--- src/rtl/bp_fe_realigner_rvc_pkg.sv ---
// Shared types for the front-end realigner: one buffered halfword plus its block-start flag,
// and the RVC length decode on the low two bits of a halfword.
package bp_fe_pkg;

  typedef struct packed {
    logic        blk_start;
    logic [15:0] half;
  } bp_fe_half_entry_s;

  function automatic logic bp_fe_is_compressed(input logic [15:0] half);
    return (half[1:0] != 2'b11);
  endfunction

endpackage

--- src/rtl/bp_fe_realigner_rvc_if.sv ---
// Fetch, redirect and instruction handshake bundle between IF2, the realigner and the FE queue.
interface bp_fe_realigner_rvc_if #(
  parameter int vaddr_width_p = 39,
  parameter int fetch_width_p = 64
);

  logic                     fetch_v_i;
  logic                     fetch_ready_and_o;
  logic [vaddr_width_p-1:0] fetch_pc_i;
  logic [fetch_width_p-1:0] fetch_data_i;
  logic                     redirect_v_i;
  logic                     redirect_resume_i;
  logic [15:0]              redirect_partial_i;
  logic [vaddr_width_p-1:0] redirect_vaddr_i;
  logic                     instr_v_o;
  logic [vaddr_width_p-1:0] instr_pc_o;
  logic [31:0]              instr_o;
  logic                     instr_compressed_o;
  logic                     instr_partial_o;
  logic                     instr_yumi_i;

  modport slave (
    input  fetch_v_i, fetch_pc_i, fetch_data_i,
    input  redirect_v_i, redirect_resume_i, redirect_partial_i, redirect_vaddr_i,
    input  instr_yumi_i,
    output fetch_ready_and_o,
    output instr_v_o, instr_pc_o, instr_o, instr_compressed_o, instr_partial_o
  );

  modport master (
    output fetch_v_i, fetch_pc_i, fetch_data_i,
    output redirect_v_i, redirect_resume_i, redirect_partial_i, redirect_vaddr_i,
    output instr_yumi_i,
    input  fetch_ready_and_o,
    input  instr_v_o, instr_pc_o, instr_o, instr_compressed_o, instr_partial_o
  );

endinterface

--- src/rtl/bp_fe_realigner_rvc_hbuf.sv ---
// Circular halfword buffer: writes the useful tail of a fetch block in one cycle and
// exposes the two halves at the head for instruction extraction.
module bp_fe_realigner_hbuf
  import bp_fe_pkg::*;
#(
  parameter int fetch_width_p = 64,
  parameter int buf_halves_p  = 8
) (
  input  logic                                  clk_i,
  input  logic                                  reset_n_i,
  input  logic                                  i_enq_v,
  input  logic [$clog2(fetch_width_p/16)-1:0]   i_enq_idx,
  input  logic [fetch_width_p-1:0]              i_enq_data,
  input  logic                                  i_deq_v,
  input  logic                                  i_deq_two,
  input  logic                                  i_flush,
  input  logic                                  i_load,
  input  logic [15:0]                           i_load_half,
  output logic [$clog2(buf_halves_p):0]         o_count,
  output logic [15:0]                           o_head0_half,
  output bp_fe_half_entry_s                     o_head1
);

  localparam int H  = fetch_width_p / 16;
  localparam int PW = $clog2(buf_halves_p);
  localparam int CW = PW + 1;

  bp_fe_half_entry_s r_mem [buf_halves_p];
  logic [PW-1:0]     r_head;
  logic [PW-1:0]     r_tail;
  logic [CW-1:0]     r_count;
  logic [CW-1:0]     w_n_enq;
  logic [CW-1:0]     w_n_deq;

  assign w_n_enq = i_enq_v ? (CW'(H) - CW'(i_enq_idx)) : '0;
  assign w_n_deq = i_deq_v ? (i_deq_two ? CW'(2) : CW'(1)) : '0;

  // Halves below the block's start index are skipped; the first kept half is tagged as a block start.
  always_ff @(posedge clk_i) begin
    if (i_load) begin
      r_mem[0] <= '{blk_start: 1'b1, half: i_load_half};
    end else if (i_enq_v) begin
      for (int k = 0; k < H; k++) begin
        if (k >= int'(i_enq_idx)) begin
          r_mem[r_tail + PW'(k - int'(i_enq_idx))] <=
            '{blk_start: (k == int'(i_enq_idx)), half: i_enq_data[16*k +: 16]};
        end
      end
    end
  end

  always_ff @(posedge clk_i or negedge reset_n_i) begin
    if (!reset_n_i) begin
      r_head  <= '0;
      r_tail  <= '0;
      r_count <= '0;
    end else if (i_flush) begin
      r_head  <= '0;
      r_tail  <= i_load ? PW'(1) : '0;
      r_count <= i_load ? CW'(1) : '0;
    end else begin
      r_head  <= r_head + PW'(w_n_deq);
      r_tail  <= r_tail + PW'(w_n_enq);
      r_count <= r_count + w_n_enq - w_n_deq;
    end
  end

  assign o_count      = r_count;
  assign o_head0_half = r_mem[r_head].half;
  assign o_head1      = r_mem[r_head + PW'(1)];

endmodule

--- src/rtl/bp_fe_realigner_rvc.sv ---
// Realigner between IF2 and the FE queue: decodes RVC/32-bit length at the buffer head,
// tracks the head PC and handles poison and resume redirects.
module bp_fe_realigner_rvc
  import bp_fe_pkg::*;
#(
  parameter int vaddr_width_p = 39,
  parameter int fetch_width_p = 64,
  parameter int buf_halves_p  = 8,
  parameter int compressed_p  = 1
) (
  input  logic                    clk_i,
  input  logic                    reset_n_i,
  bp_fe_realigner_rvc_if.slave    io
);

  localparam int H  = fetch_width_p / 16;
  localparam int IW = $clog2(H);
  localparam int CW = $clog2(buf_halves_p) + 1;

  logic [CW-1:0]            w_count;
  logic [15:0]              w_h0;
  bp_fe_half_entry_s        w_h1;
  logic [IW-1:0]            w_idx;
  logic                     w_comp;
  logic                     w_avail;
  logic                     w_instr_v;
  logic                     w_ready;
  logic                     w_enq;
  logic                     w_deq;
  logic [vaddr_width_p-1:0] r_head_pc;

  assign w_idx     = io.fetch_pc_i[$clog2(fetch_width_p/8)-1:1];
  assign w_comp    = (compressed_p != 0) && bp_fe_is_compressed(w_h0);
  assign w_avail   = w_comp ? (w_count >= CW'(1)) : (w_count >= CW'(2));
  assign w_instr_v = w_avail & ~io.redirect_v_i;
  assign w_ready   = reset_n_i & (w_count <= CW'(buf_halves_p - H));
  assign w_enq     = io.fetch_v_i & w_ready & ~io.redirect_v_i;
  assign w_deq     = io.instr_yumi_i & w_instr_v;

  bp_fe_realigner_hbuf #(
    .fetch_width_p (fetch_width_p),
    .buf_halves_p  (buf_halves_p)
  ) u_hbuf (
    .clk_i        (clk_i),
    .reset_n_i    (reset_n_i),
    .i_enq_v      (w_enq),
    .i_enq_idx    (w_idx),
    .i_enq_data   (io.fetch_data_i),
    .i_deq_v      (w_deq),
    .i_deq_two    (~w_comp),
    .i_flush      (io.redirect_v_i),
    .i_load       (io.redirect_v_i & io.redirect_resume_i),
    .i_load_half  (io.redirect_partial_i),
    .o_count      (w_count),
    .o_head0_half (w_h0),
    .o_head1      (w_h1)
  );

  // A resumed half sits one halfword before the redirect PC; an empty buffer adopts the block PC.
  always_ff @(posedge clk_i or negedge reset_n_i) begin
    if (!reset_n_i) begin
      r_head_pc <= '0;
    end else if (io.redirect_v_i) begin
      r_head_pc <= io.redirect_resume_i ? (io.redirect_vaddr_i - vaddr_width_p'(2))
                                        : io.redirect_vaddr_i;
    end else if (w_enq && (w_count == '0)) begin
      r_head_pc <= io.fetch_pc_i;
    end else if (w_deq) begin
      r_head_pc <= r_head_pc + vaddr_width_p'(w_comp ? 2 : 4);
    end
  end

  always_ff @(posedge clk_i) begin
    if (reset_n_i && w_enq && (w_count != '0)) begin
      assert (io.fetch_pc_i == r_head_pc + vaddr_width_p'({w_count, 1'b0}));
    end
  end

  assign io.fetch_ready_and_o  = w_ready;
  assign io.instr_v_o          = w_instr_v;
  assign io.instr_pc_o         = w_instr_v ? r_head_pc : '0;
  assign io.instr_o            = !w_instr_v ? 32'b0 : (w_comp ? {16'b0, w_h0} : {w_h1.half, w_h0});
  assign io.instr_compressed_o = w_instr_v & w_comp;
  assign io.instr_partial_o    = w_instr_v & ~w_comp & w_h1.blk_start;

endmodule

--- src/flat_wrapper.sv ---
// flat-port wrapper written by rule: the top's interface ports become plain ports
module bp_fe_realigner_rvc_flat import bp_fe_pkg::*;
#(
  parameter int vaddr_width_p = 39,
  parameter int fetch_width_p = 64,
  parameter int buf_halves_p  = 8,
  parameter int compressed_p  = 1
)
  (clk_i, reset_n_i, io_fetch_v_i, io_fetch_pc_i, io_fetch_data_i, io_redirect_v_i, io_redirect_resume_i, io_redirect_partial_i, io_redirect_vaddr_i, io_instr_yumi_i, io_fetch_ready_and_o, io_instr_v_o, io_instr_pc_o, io_instr_o, io_instr_compressed_o, io_instr_partial_o);
  bp_fe_realigner_rvc_if #(.vaddr_width_p(vaddr_width_p), .fetch_width_p(fetch_width_p)) io_i ();
  input  logic clk_i;
  input  logic reset_n_i;
  input wire logic [$bits(io_i.fetch_v_i)-1:0] io_fetch_v_i;
  input wire logic [$bits(io_i.fetch_pc_i)-1:0] io_fetch_pc_i;
  input wire logic [$bits(io_i.fetch_data_i)-1:0] io_fetch_data_i;
  input wire logic [$bits(io_i.redirect_v_i)-1:0] io_redirect_v_i;
  input wire logic [$bits(io_i.redirect_resume_i)-1:0] io_redirect_resume_i;
  input wire logic [$bits(io_i.redirect_partial_i)-1:0] io_redirect_partial_i;
  input wire logic [$bits(io_i.redirect_vaddr_i)-1:0] io_redirect_vaddr_i;
  input wire logic [$bits(io_i.instr_yumi_i)-1:0] io_instr_yumi_i;
  output wire logic [$bits(io_i.fetch_ready_and_o)-1:0] io_fetch_ready_and_o;
  output wire logic [$bits(io_i.instr_v_o)-1:0] io_instr_v_o;
  output wire logic [$bits(io_i.instr_pc_o)-1:0] io_instr_pc_o;
  output wire logic [$bits(io_i.instr_o)-1:0] io_instr_o;
  output wire logic [$bits(io_i.instr_compressed_o)-1:0] io_instr_compressed_o;
  output wire logic [$bits(io_i.instr_partial_o)-1:0] io_instr_partial_o;
  assign io_i.fetch_v_i = io_fetch_v_i;
  assign io_i.fetch_pc_i = io_fetch_pc_i;
  assign io_i.fetch_data_i = io_fetch_data_i;
  assign io_i.redirect_v_i = io_redirect_v_i;
  assign io_i.redirect_resume_i = io_redirect_resume_i;
  assign io_i.redirect_partial_i = io_redirect_partial_i;
  assign io_i.redirect_vaddr_i = io_redirect_vaddr_i;
  assign io_i.instr_yumi_i = io_instr_yumi_i;
  assign io_fetch_ready_and_o = io_i.fetch_ready_and_o;
  assign io_instr_v_o = io_i.instr_v_o;
  assign io_instr_pc_o = io_i.instr_pc_o;
  assign io_instr_o = io_i.instr_o;
  assign io_instr_compressed_o = io_i.instr_compressed_o;
  assign io_instr_partial_o = io_i.instr_partial_o;
  bp_fe_realigner_rvc #(.vaddr_width_p(vaddr_width_p), .fetch_width_p(fetch_width_p), .buf_halves_p(buf_halves_p), .compressed_p(compressed_p)) u_core (.clk_i(clk_i), .reset_n_i(reset_n_i), .io(io_i));
endmodule
--- config.mk ---
export PLATFORM = sky130hd
export DESIGN_NAME = bp_fe_realigner_rvc_flat
export DESIGN_NICKNAME = d
export VERILOG_FILES = /design/src/rtl/bp_fe_realigner_rvc_pkg.sv /design/src/rtl/bp_fe_realigner_rvc_if.sv /design/src/rtl/bp_fe_realigner_rvc_hbuf.sv /design/src/rtl/bp_fe_realigner_rvc.sv /design/src/flat_wrapper.sv
export SDC_FILE = /design/constraint.sdc
export NUM_CORES = 1
export LEC_CHECK = 0
export BUFFER_PORTS_ARGS = -buffer_cell sky130_fd_sc_hd__buf_2
export CORE_ASPECT_RATIO = 1.1
export CORE_MARGIN = 5
export CORE_UTILIZATION = 30
export DETAILED_ROUTE_END_ITERATION = 6
export SLEW_MARGIN = 5
export SYNTH_ARGS = -nofsm -noshare
export SYNTH_HDL_FRONTEND = slang
export SYNTH_HIERARCHICAL = 1
export SYNTH_SLANG_ARGS = --single-unit
--- constraint.sdc ---
create_clock -name clk_i -period 9.4 [get_ports clk_i]
set_clock_uncertainty 0.2 [all_clocks]
set_input_delay 0.94 -clock clk_i [delete_from_list [all_inputs] [get_ports clk_i]]
set_output_delay 0.94 -clock clk_i [all_outputs]
set_load 0.02 [all_outputs]
Word level (Yosys, flattened, before mapping)
Memories as Yosys holds them, arrays and structs flattened.
Cells that the tools add are included.
Operators by class
  $add $sub $neg: 16
  multiply operators: 0
  divide/modulo/power cells: 0
  $lt $le $gt $ge: 6
  equality and inequality tests: 4
  shift operators: 0
  mux-type cells: 37
  bitwise logic cells: 11
  reductions and logical operators: 5
Operators by type and width (count)
  two-way mux 39 bit: 5
  two-way mux 32 bit: 2
  adder 39 bit: 1
  subtractor 39 x 2 -> 39 bit, second input constant: 1
  two-way mux 1 bit: 21
  two-way mux 17 bit: 1
  OR reduction 17 bit: 1
  adder 3 bit: 5
  two-way mux 3 bit: 4
  AND 1 bit: 9
  two-way mux 4 bit: 2
  subtractor 1 x 2 -> 3 bit, first input constant: 2
  subtractor 2 x 2 -> 3 bit, first input constant: 2
  adder 4 bit: 1
  == test 2 bit, first input constant: 2
  greater-or-equal comparator 1 x 2 -> 1 bit, first input constant: 2
  greater-or-equal comparator 4 x 1 -> 1 bit, second input constant: 1
  greater-or-equal comparator 4 x 2 -> 1 bit, second input constant: 1
  <= comparator 4 x 3 -> 1 bit, second input constant: 1
  logical NOT 4 bit: 1
  two-way mux 2 bit: 2
  subtractor 3 x 2 -> 4 bit, first input constant: 1
  subtractor 4 x 2 -> 4 bit: 1
  adder 3 x 1 -> 3 bit, second input constant: 1
  8 further kinds: 9
Word-level totals
  register bits: 49
  latch bits: 0
  bits in writable memories: 136
  ROM bits: 0
  bits of input ports: 164
  output and inout bits: 75
  logic and storage cells: 84
  memories kept: 1
Memory list
  u_core.u_hbuf.r_mem: depth 8, bits a word 17, read ports 2, clocked after Yosys merged registers in 0, write ports 4, line bp_fe_realigner_rvc_hbuf.sv:28  | bp_fe_half_entry_s r_mem [buf_halves_p];

Longest topological paths before layout
Gate-level depths: netlist (run 1).
  depth after elaboration: 9
  mapped depth: 17
  mapped depth without buffers: 15

Modules after synthesis
Netlist (run 1), hierarchy kept.
By module, submodules not included
  bp_fe_realigner_hbuf: times used 1, cells an instance 979, area each 11666.2 sq um, seq. area each 4334.2 sq um
  bp_fe_realigner_rvc: times used 1, cells an instance 537, area each 4032.6 sq um, seq. area each 975.9 sq um

Least setup slack after synthesis (run 1)
No wires, ideal clock.
  path type: register to register
  from: register u_core.u_hbuf.r_head[0]
  to: register u_core.r_head_pc[25]
  setup time: 64 ps
  data arrival time: 4034 ps
  data required time: 9136 ps
  slack: 5102 ps
  cell stages (with the launch flop): 14
  path buffers: 2
  clock period less this slack: 4298 ps
  path through: dfrtp_1 buf_1 mux4_2 mux2_2 nand2_1 ha_1 inv_1 fa_1 or3_1 or2_2 clkbuf_1 or4_1 a31oi_1 a21o_1
On the way
  cells in the longest elaborated chain, start to end: 7
  elaborated cells between the ends (all ways): 11
  classes of those cells: add/sub: 1; eq/ne: 1; mux: 5; bitwise: 2; reduce/logical: 1; memory: 1
Ends and longest elaborated chain
  start, declared: line bp_fe_realigner_rvc_hbuf.sv:29  | logic [PW-1:0] r_head;
  start signal, assigned: line bp_fe_realigner_rvc_hbuf.sv:62  | r_head <= r_head + PW'(w_n_deq);
  memory (8 x 17 bit) *
  net u_core.w_h0[0]: line bp_fe_realigner_rvc.sv:21  | logic [15:0] w_h0;
  != test 2 bit *: line bp_fe_realigner_rvc_pkg.sv:11  | return (half[1:0] != 2'b11);
  two-way mux 3 bit: line bp_fe_realigner_rvc.sv:69  | r_head_pc <= r_head_pc + vaddr_width_p'(w_comp ? 2 : 4);
  adder 39 bit: line bp_fe_realigner_rvc.sv:69
  two-way mux 39 bit: line bp_fe_realigner_rvc.sv:68  | end else if (w_deq) begin
  two-way mux 39 bit: line bp_fe_realigner_rvc.sv:66  | end else if (w_enq && (w_count == '0)) begin
  two-way mux 39 bit: line bp_fe_realigner_rvc.sv:63  | end else if (io.redirect_v_i) begin
  end signal, assigned: line bp_fe_realigner_rvc.sv:64  | r_head_pc <= io.redirect_resume_i ? (io.redirect_vaddr_i - vaddr_width_p'(2))
  end signal, assigned: line bp_fe_realigner_rvc.sv:67  | r_head_pc <= io.fetch_pc_i;
  end signal, assigned: line bp_fe_realigner_rvc.sv:69
  end, declared: line bp_fe_realigner_rvc.sv:30  | logic [vaddr_width_p-1:0] r_head_pc;
Mark *: on every way through the listed nets, which the timed path passes. The rest lies on a longest branch. The select of a mux whose other input is x is not followed.
A chain may end at the register's enable or synchronous reset.

Worst setup path in the final report (run 1)
  from: register u_core.u_hbuf.r_head[1]
  to: register u_core.u_hbuf.r_count[3], in the netlist u_core/u_hbuf/o_count[3]
On the way
  cells in the longest elaborated chain, start to end: 8
  elaborated cells between the ends (all ways): 9
  classes of those cells: add/sub: 1; eq/ne: 1; mux: 4; bitwise: 2; memory: 1
Ends and longest elaborated chain
  memory (8 x 17 bit)
  net u_core.w_h0[0]: line bp_fe_realigner_rvc.sv:21
  != test 2 bit: line bp_fe_realigner_rvc_pkg.sv:11
  two-way mux 1 bit: line bp_fe_realigner_rvc.sv:34  | assign w_avail = w_comp ? (w_count >= CW'(1)) : (w_count >= CW'(2));
  AND 1 bit: line bp_fe_realigner_rvc.sv:35  | assign w_instr_v = w_avail & ~io.redirect_v_i;
  AND 1 bit: line bp_fe_realigner_rvc.sv:38  | assign w_deq = io.instr_yumi_i & w_instr_v;
  net u_core.w_deq: line bp_fe_realigner_rvc.sv:29  | logic w_deq;
  two-way mux 2 bit: line bp_fe_realigner_rvc_hbuf.sv:36  | assign w_n_deq = i_deq_v ? (i_deq_two ? CW'(2) : CW'(1)) : '0;
  subtractor 4 x 2 -> 4 bit: line bp_fe_realigner_rvc_hbuf.sv:64  | r_count <= r_count + w_n_enq - w_n_deq;
  two-way mux 4 bit: line bp_fe_realigner_rvc_hbuf.sv:57  | end else if (i_flush) begin
  end signal, assigned: line bp_fe_realigner_rvc_hbuf.sv:60  | r_count <= i_load ? CW'(1) : '0;
  end signal, assigned: line bp_fe_realigner_rvc_hbuf.sv:64
  end, declared: line bp_fe_realigner_rvc_hbuf.sv:31  | logic [CW-1:0] r_count;
The timed path passes the listed nets, and every way through them passes these cells.

==> impl_metrics.yaml, run 1 <==
status:
  status: "complete, but fails checks"
  violations: "DRC"
place:
  dp_hpwl_um: 46900
  io_buffers: 238
  dpl_cell_area_um2: 17200
  routabilityCongestion: 0.944
synth:
  synth_common_cells: "a21oi_1 (155), edfxtp_1 (136), a2bb2oi_1 (126), a221o_1 (120), nor2_1 (92)"
  synth-seq-cells: 185
  synth_compound_area_share_pct: 25.8
  synth_xor_xnor_area_share_pct: 4.13
  synth_area_leaders: "edfxtp_1 (26%), mux4_2 (9.5%), dfrtp_1 (7.8%)"
  synthesis.nets: 1707
  synth.top_cell.area_share_pct: 26.0
  netlist_instances: 1516
  async_reset_ff_share_pct: 26.5
  avgSynthCellArea_um2: 10.4
  yosys_warnings: 6
  ys_types: 85
  synth_most_common_cell: "a21oi_1"
  ys_seq_area_share_pct: 33.8
  synthMuxAreaShare_pct: 13.2
  yosys.area_share.simple_pct: 14.9
  yosys_most_used_dff: "edfxtp_1"
  yosys.area_share.adder_pct: 2.44
  synth-edff-count: 136
  syn_area_um2: 15700
  synth_top_area_cell: "edfxtp_1"
  synth_top_family_by_area: "compound AO/OA/AOI/OAI gates"
power:
  power_mw: 3.13
  comb_power_share_pct: 41.1
  p_int_mw: 1.87
  pwr-share-clk_pct: 24.6
  swShare_pct: 40.3
  irDropWorstVdd_uv: 94.5
  p_sw_mw: 1.26
  p_seq_share_pct: 34.3
  p_per_area_nw_per_um2: 175
  power.leakage_nw: 6.62
critical_path:
  worstRegToRegCells: 17
  worstPathArrival_ps: 5380
  r2r_start: "u_core/u_hbuf/r_head[1]"
  rrSetupSlack_ps: 4130
  crit_required_ps: 9510
  critPathKind: "flop to flop"
  crit_path_end_kind: "flop"
  cp_max_fo: 75
  r2r_end: "u_core/u_hbuf/o_count[3]"
  start_kind: "flop"
cells_and_area:
  fillCellCount: 5278
  stdcell_area_um2: 17900
  layout-drive-gt1-share_pct: 28.3
  syn2layout_area_growth_pct: 13.7
  nets: 1819
  utilization_pct: 34.2
clock_network:
  postCtsSetupBuffers: 0
  clock_path_buffers: 2
  cts_buffers: 17
  insertion_delay_ps: 450
  cts_num_sinks: 185
  holdBufCountCts: 0
  root_buffer: "clkbuf_16"
  htreeDepth: 4
  cts_resized: 0
  cts.clk_slew.worst_paths_ps: 90
  cts_tree: "built"
timing:
  finalHoldViolCount: 0
  setup_viol: 0
  period_needed_ps: 5270
  drv_slew: 0
  rsz0062_at_grt: "no"
  tns_ps: 0
  fmax_mhz: 190
  max-slew-margin-rel_pct: 12.2
  period_share_pct: 56.0
  tightest_slew_ps: 1300
die:
  die-area_um2: 57000
  num_io_pins: 239
  rows: 88
  core_region_area_um2: 52200
  fp.dieH_um: 250
  start_util_pct: 30.1
  die_w_um: 228
route:
  drt_iter0_markers: 2374
  dr.pass1.iters: 7
  antenna_left: 0
  routed_wl_um: 63500
  routed_via_density: 6.31
  vias: 14600
  routedWlPerCell_um: 27.4
  drc: 7
min_path:
  hp-class: "flop to flop"
  min_from: "u_core/r_head_pc[0]"
  min_to: "u_core/r_head_pc[0]"
  holdPathStages: 2
global_routing:
  grtUsageTotal_pct: 21.0
  antenna_found_initial: 4
  grt_max_degree: 76
  grt_pass1_wl_um: 93300
  grt-ovfl-total: 0
  grt_pass1_vias: 13700
flow_run:
  max_cap_violations: 0
## area by class of cell
type                            instances  area, um2  share of cell area, %
Timing Repair Buffer                  261       1380                   7.75
Tap cell                              675        845                   4.73
Clock inverter                         15        224                   1.25
Clock buffer                           17        425                   2.38
Multi-Input combinational cell       1131       9540                   53.4
Antenna cell                            1       2.50                 0.0140
Sequential cell                       185       5310                   29.8
Inverter                               32        120                  0.673
## cells in the final DEF (no fill, tap or decap), types with 10 or more instances in the layout
cell,n
nand3_1,33
a21oi_1,154
clkbuf_16,17
buf_4,22
a221o_2,12
o21ai_0,33
nand2_1,56
and2_1,59
edfxtp_1,136
dfrtp_1,48
and3_1,24
nor2_1,91
inv_1,31
xnor2_1,32
or3_1,10
ha_1,20
a221o_1,120
nor4_1,11
xor2_1,25
mux2_2,34
mux2i_1,20
buf_2,238
nor3_1,22
mux4_2,66
nor3_4,12
nand4_1,13
a2bb2oi_1,126
## per-stage QoR
stage / instances / hold WS, ps / setup WS (ps)
after floorplan: 1516 / 238 / 5100
after global placement: 2283 / 265 / 3850
after detailed placement: 2283 / 263 / 3760
after CTS: 2315 / 296 / 4110
after global routing: 2316 / 327 / 3720
final: 2317 / 318 / 4130
## worst max-delay path: stages (launching register included)
cell and delay (ps):
dfrtp_1 340, buf_4 410, mux4_2 390, mux2_2 310, a21bo_2 260, a21oi_4 110, buf_4 550, nand2_1 550
inv_1 430, nand2_1 160, inv_1 110, fa_1 410, inv_1 110, ha_1 240, a21o_1 160, a21oi_1 170
xnor2_1 140, nor2_1 60
## sequential cells by signal, summed over array words and instances (netlist names)
register and flops:
u_core/u_hbuf/r_tail 3, u_core/u_hbuf/r_mem 136, u_core/r_head_pc 39, u_core/u_hbuf/r_head 3, u_core/u_hbuf/o_count 4
## cell families after synthesis
group | after synthesis
AOI/OAI and AO/OA | 522
adders and majority gates | 27
muxes | 120
DFF | 185
xor gates and xnor gates | 64
buffers and inverters | 200
and+or+nand+nor | 398
## power by group through the flow
stage	clock (mW)	sequential, mW	combinational (mW)
2_1_floorplan	0	1.05	0.896
3_3_place_gp	0	1.08	1.26
6_report	0.770	1.07	1.29
5_1_grt	0.815	1.08	1.38
3_5_place_dp	0	1.09	1.27
4_1_cts	0.785	1.07	1.28
## metal layers
metal,global-route usage (%),part of all wire (%),vias to the layer above
li1,-,-,6262
met1,29.0,42,7232
met2,33.7,46,1007
met3,5.28,10,117
met4,4.55,2.2,6
met5,0,0.055,-
## worst max path at each step
| stage | startpoint | end | slack [ps] | cells after the start |
|---|---|---|---|---|
| 2_1_floorplan | u_core/u_hbuf/r_head[0] | u_core/r_head_pc[25] | 5100 | 13 |
| 3_5_place_dp | reset_n_i | u_core/u_hbuf/r_mem[5][12] | 3760 | 8 |
| 5_1_grt | u_core/u_hbuf/r_head[1] | u_core/u_hbuf/o_count[3] | 3720 | 17 |
| 6_report | u_core/u_hbuf/r_head[1] | u_core/u_hbuf/o_count[3] | 4130 | 17 |
| 4_1_cts | u_core/u_hbuf/r_head[1] | u_core/u_hbuf/o_count[3] | 4110 | 17 |
| 3_3_place_gp | reset_n_i | u_core/u_hbuf/r_mem[5][13] | 3850 | 8 |
(Power assumes the default switching activity.)
==> run 2, diff against run 1 <==
==> constraint.sdc (replaced) <==
create_clock -name clk_i -period 5.2 [get_ports clk_i]
set_clock_uncertainty 0.2 [all_clocks]
set_input_delay 0.52 -clock clk_i [delete_from_list [all_inputs] [get_ports clk_i]]
set_output_delay 0.52 -clock clk_i [all_outputs]
set_load 0.02 [all_outputs]
==> impl_metrics.yaml, run 2 (synthesis gave the netlist of run 1 again) <==
global_routing:
  grtUsageTotal_pct: 21.4
  grt_pass1_wl_um: 94300
  grt_pass1_vias: 13900
  met3_usage_pct: 5.30
  use_met1_pct: 29.3
  antenna_found_initial: 9
  grt-ovfl-total: 0
  grt_util_met2_pct: 33.5
  grt_max_degree: 75
  busiest_layer: "met2"
route:
  routed_via_density: 6.29
  drc: 0
  drt_iter0_markers: 1805
  antenna_left: 0
  routed_wl_um: 64000
  vias: 14800
  dr.pass1.iters: 7
  routedWlPerCell_um: 27.2
clock_network:
  cts_buffers: 17
  insertion_delay_ps: 440
  htreeDepth: 4
  postCtsSetupBuffers: 0
  cts_resized: 0
  clock_path_buffers: 2
  root_buffer: "clkbuf_16"
  cts_tree: "built"
  cts.clk_slew.worst_paths_ps: 80
  cts_num_sinks: 185
  holdBufCountCts: 0
critical_path:
  crit_path_start: "u_core/u_hbuf/r_head[0]"
  r2r_start: "u_core/u_hbuf/r_head[0]"
  worstPathArrival_ps: 3800
  cp_max_fo: 54
  start_kind: "flop"
  crit_path_end_kind: "output port"
  crit_required_ps: 4480
  critPathKind: "flop to output port"
  worstRegToRegCells: 15
timing:
  setup_viol: 0
  max-slew-margin-rel_pct: 22.1
  period_share_pct: 86.9
  holdWs_ps: 84.5
  period_needed_ps: 4520
  tightest_slew_ps: 1160
  tns_ps: 0
  finalHoldViolCount: 0
  fmax_mhz: 221
  drv_slew: 0
  rsz0062_at_grt: "no"
die:
  core_region_area_um2: 52200
  die-area_um2: 57000
  fp.dieH_um: 250
  start_util_pct: 30.1
  num_io_pins: 239
  die_w_um: 228
  rows: 88
power:
  p_int_mw: 3.44
  p_sw_mw: 2.13
  comb_power_share_pct: 41.3
  pwr-share-clk_pct: 23.6
  irDropWorstVdd_uv: 230
  p_seq_share_pct: 35.0
  power.leakage_nw: 6.73
  swShare_pct: 38.3
  p_per_area_nw_per_um2: 309
cells_and_area:
  layout_common_cells: "buf_2 (238), a21oi_1 (154), edfxtp_1 (136)"
  layout-drive-gt1-share_pct: 29.3
  layout_commonest_cell: "buf_2"
  syn2layout_area_growth_pct: 14.9
  fin_cells: 2348
  largest_register_ffs: 136
  largest_register: "u_core/u_hbuf/r_mem"
  nets: 1848
place:
  dp_hpwl_um: 46100
  routabilityCongestion: 0.941
  io_buffers: 238
  dp_cells: 2313
flow_run:
  max_cap_violations: 0
status:
  status: "finished clean"
min_path:
  hp-class: "input pin to asynchronous set/reset pin"
-- run 2: changes by cell type in the layout (fill, tap and decap cells not counted), moves of 3 or more --
| cell | delta |
|---|---|
| buf_12 | +3 |
| buf_4 | +27 |
| clkinv_8 | -6 |
| clkinvlp_4 | +5 |
| inv_12 | -5 |
-- run 2: layout make-up --
type	count	area, um2
well taps	675	845
clock inverters	13	163
multi-input cells	1131	9530
repair buffers	290	1620
fillers	5244	34200
flip-flops and latches	185	5310
diodes	3	7.51
inverters	32	120
clock buffers	19	433
-- run 2: per-layer routing --
layer  vias up  part of all wire, %
li1       6322                    -
met1      7133                   40
met2      1111                   44
met3       199                   11
met4        10                  4.0
met5         -                0.094
-- run 2: critical path: stages, from the launching register on --
cell and delay, ps:
dfrtp_4 580, buf_4 690, ha_2 580, buf_12 280
mux4_2 530, mux2_2 300, and3_1 200, buf_2 180
-- run 2: path summary, 6_finish.rpt --
path                                            end  slack [ps]
max in group asynchronous   u_core/u_hbuf/r_head[0]        4160
min in group clk_i              u_core/r_head_pc[0]         110
hold / removal                  u_core/r_head_pc[0]          80
setup reg to reg           u_core/u_hbuf/o_count[3]         720
hold reg to reg                 u_core/r_head_pc[0]         290
setup / recovery                     io_instr_o[20]         680
-- run 2: power by group through the flow --
stage / Combinational (mW) / Sequential (mW) / Clock, mW
floorplan: 1.62 / 1.89 / 0
global placement: 2.27 / 1.97 / 0
detailed placement: 2.28 / 1.98 / 0
CTS: 2.29 / 1.95 / 1.35
global route: 2.47 / 1.97 / 1.41
finish: 2.30 / 1.95 / 1.32
-- run 2: metrics by stage --
stage	instance area, um2	power, mW	worst slack [ps]	util (%)
floorplan	15700	3.51	902	-
global placement	17400	4.24	774	33.4
detailed placement	17400	4.26	747	33.4
CTS	18000	5.59	556	34.5
global route	18000	5.85	368	34.5
finish	18000	5.57	680	34.5
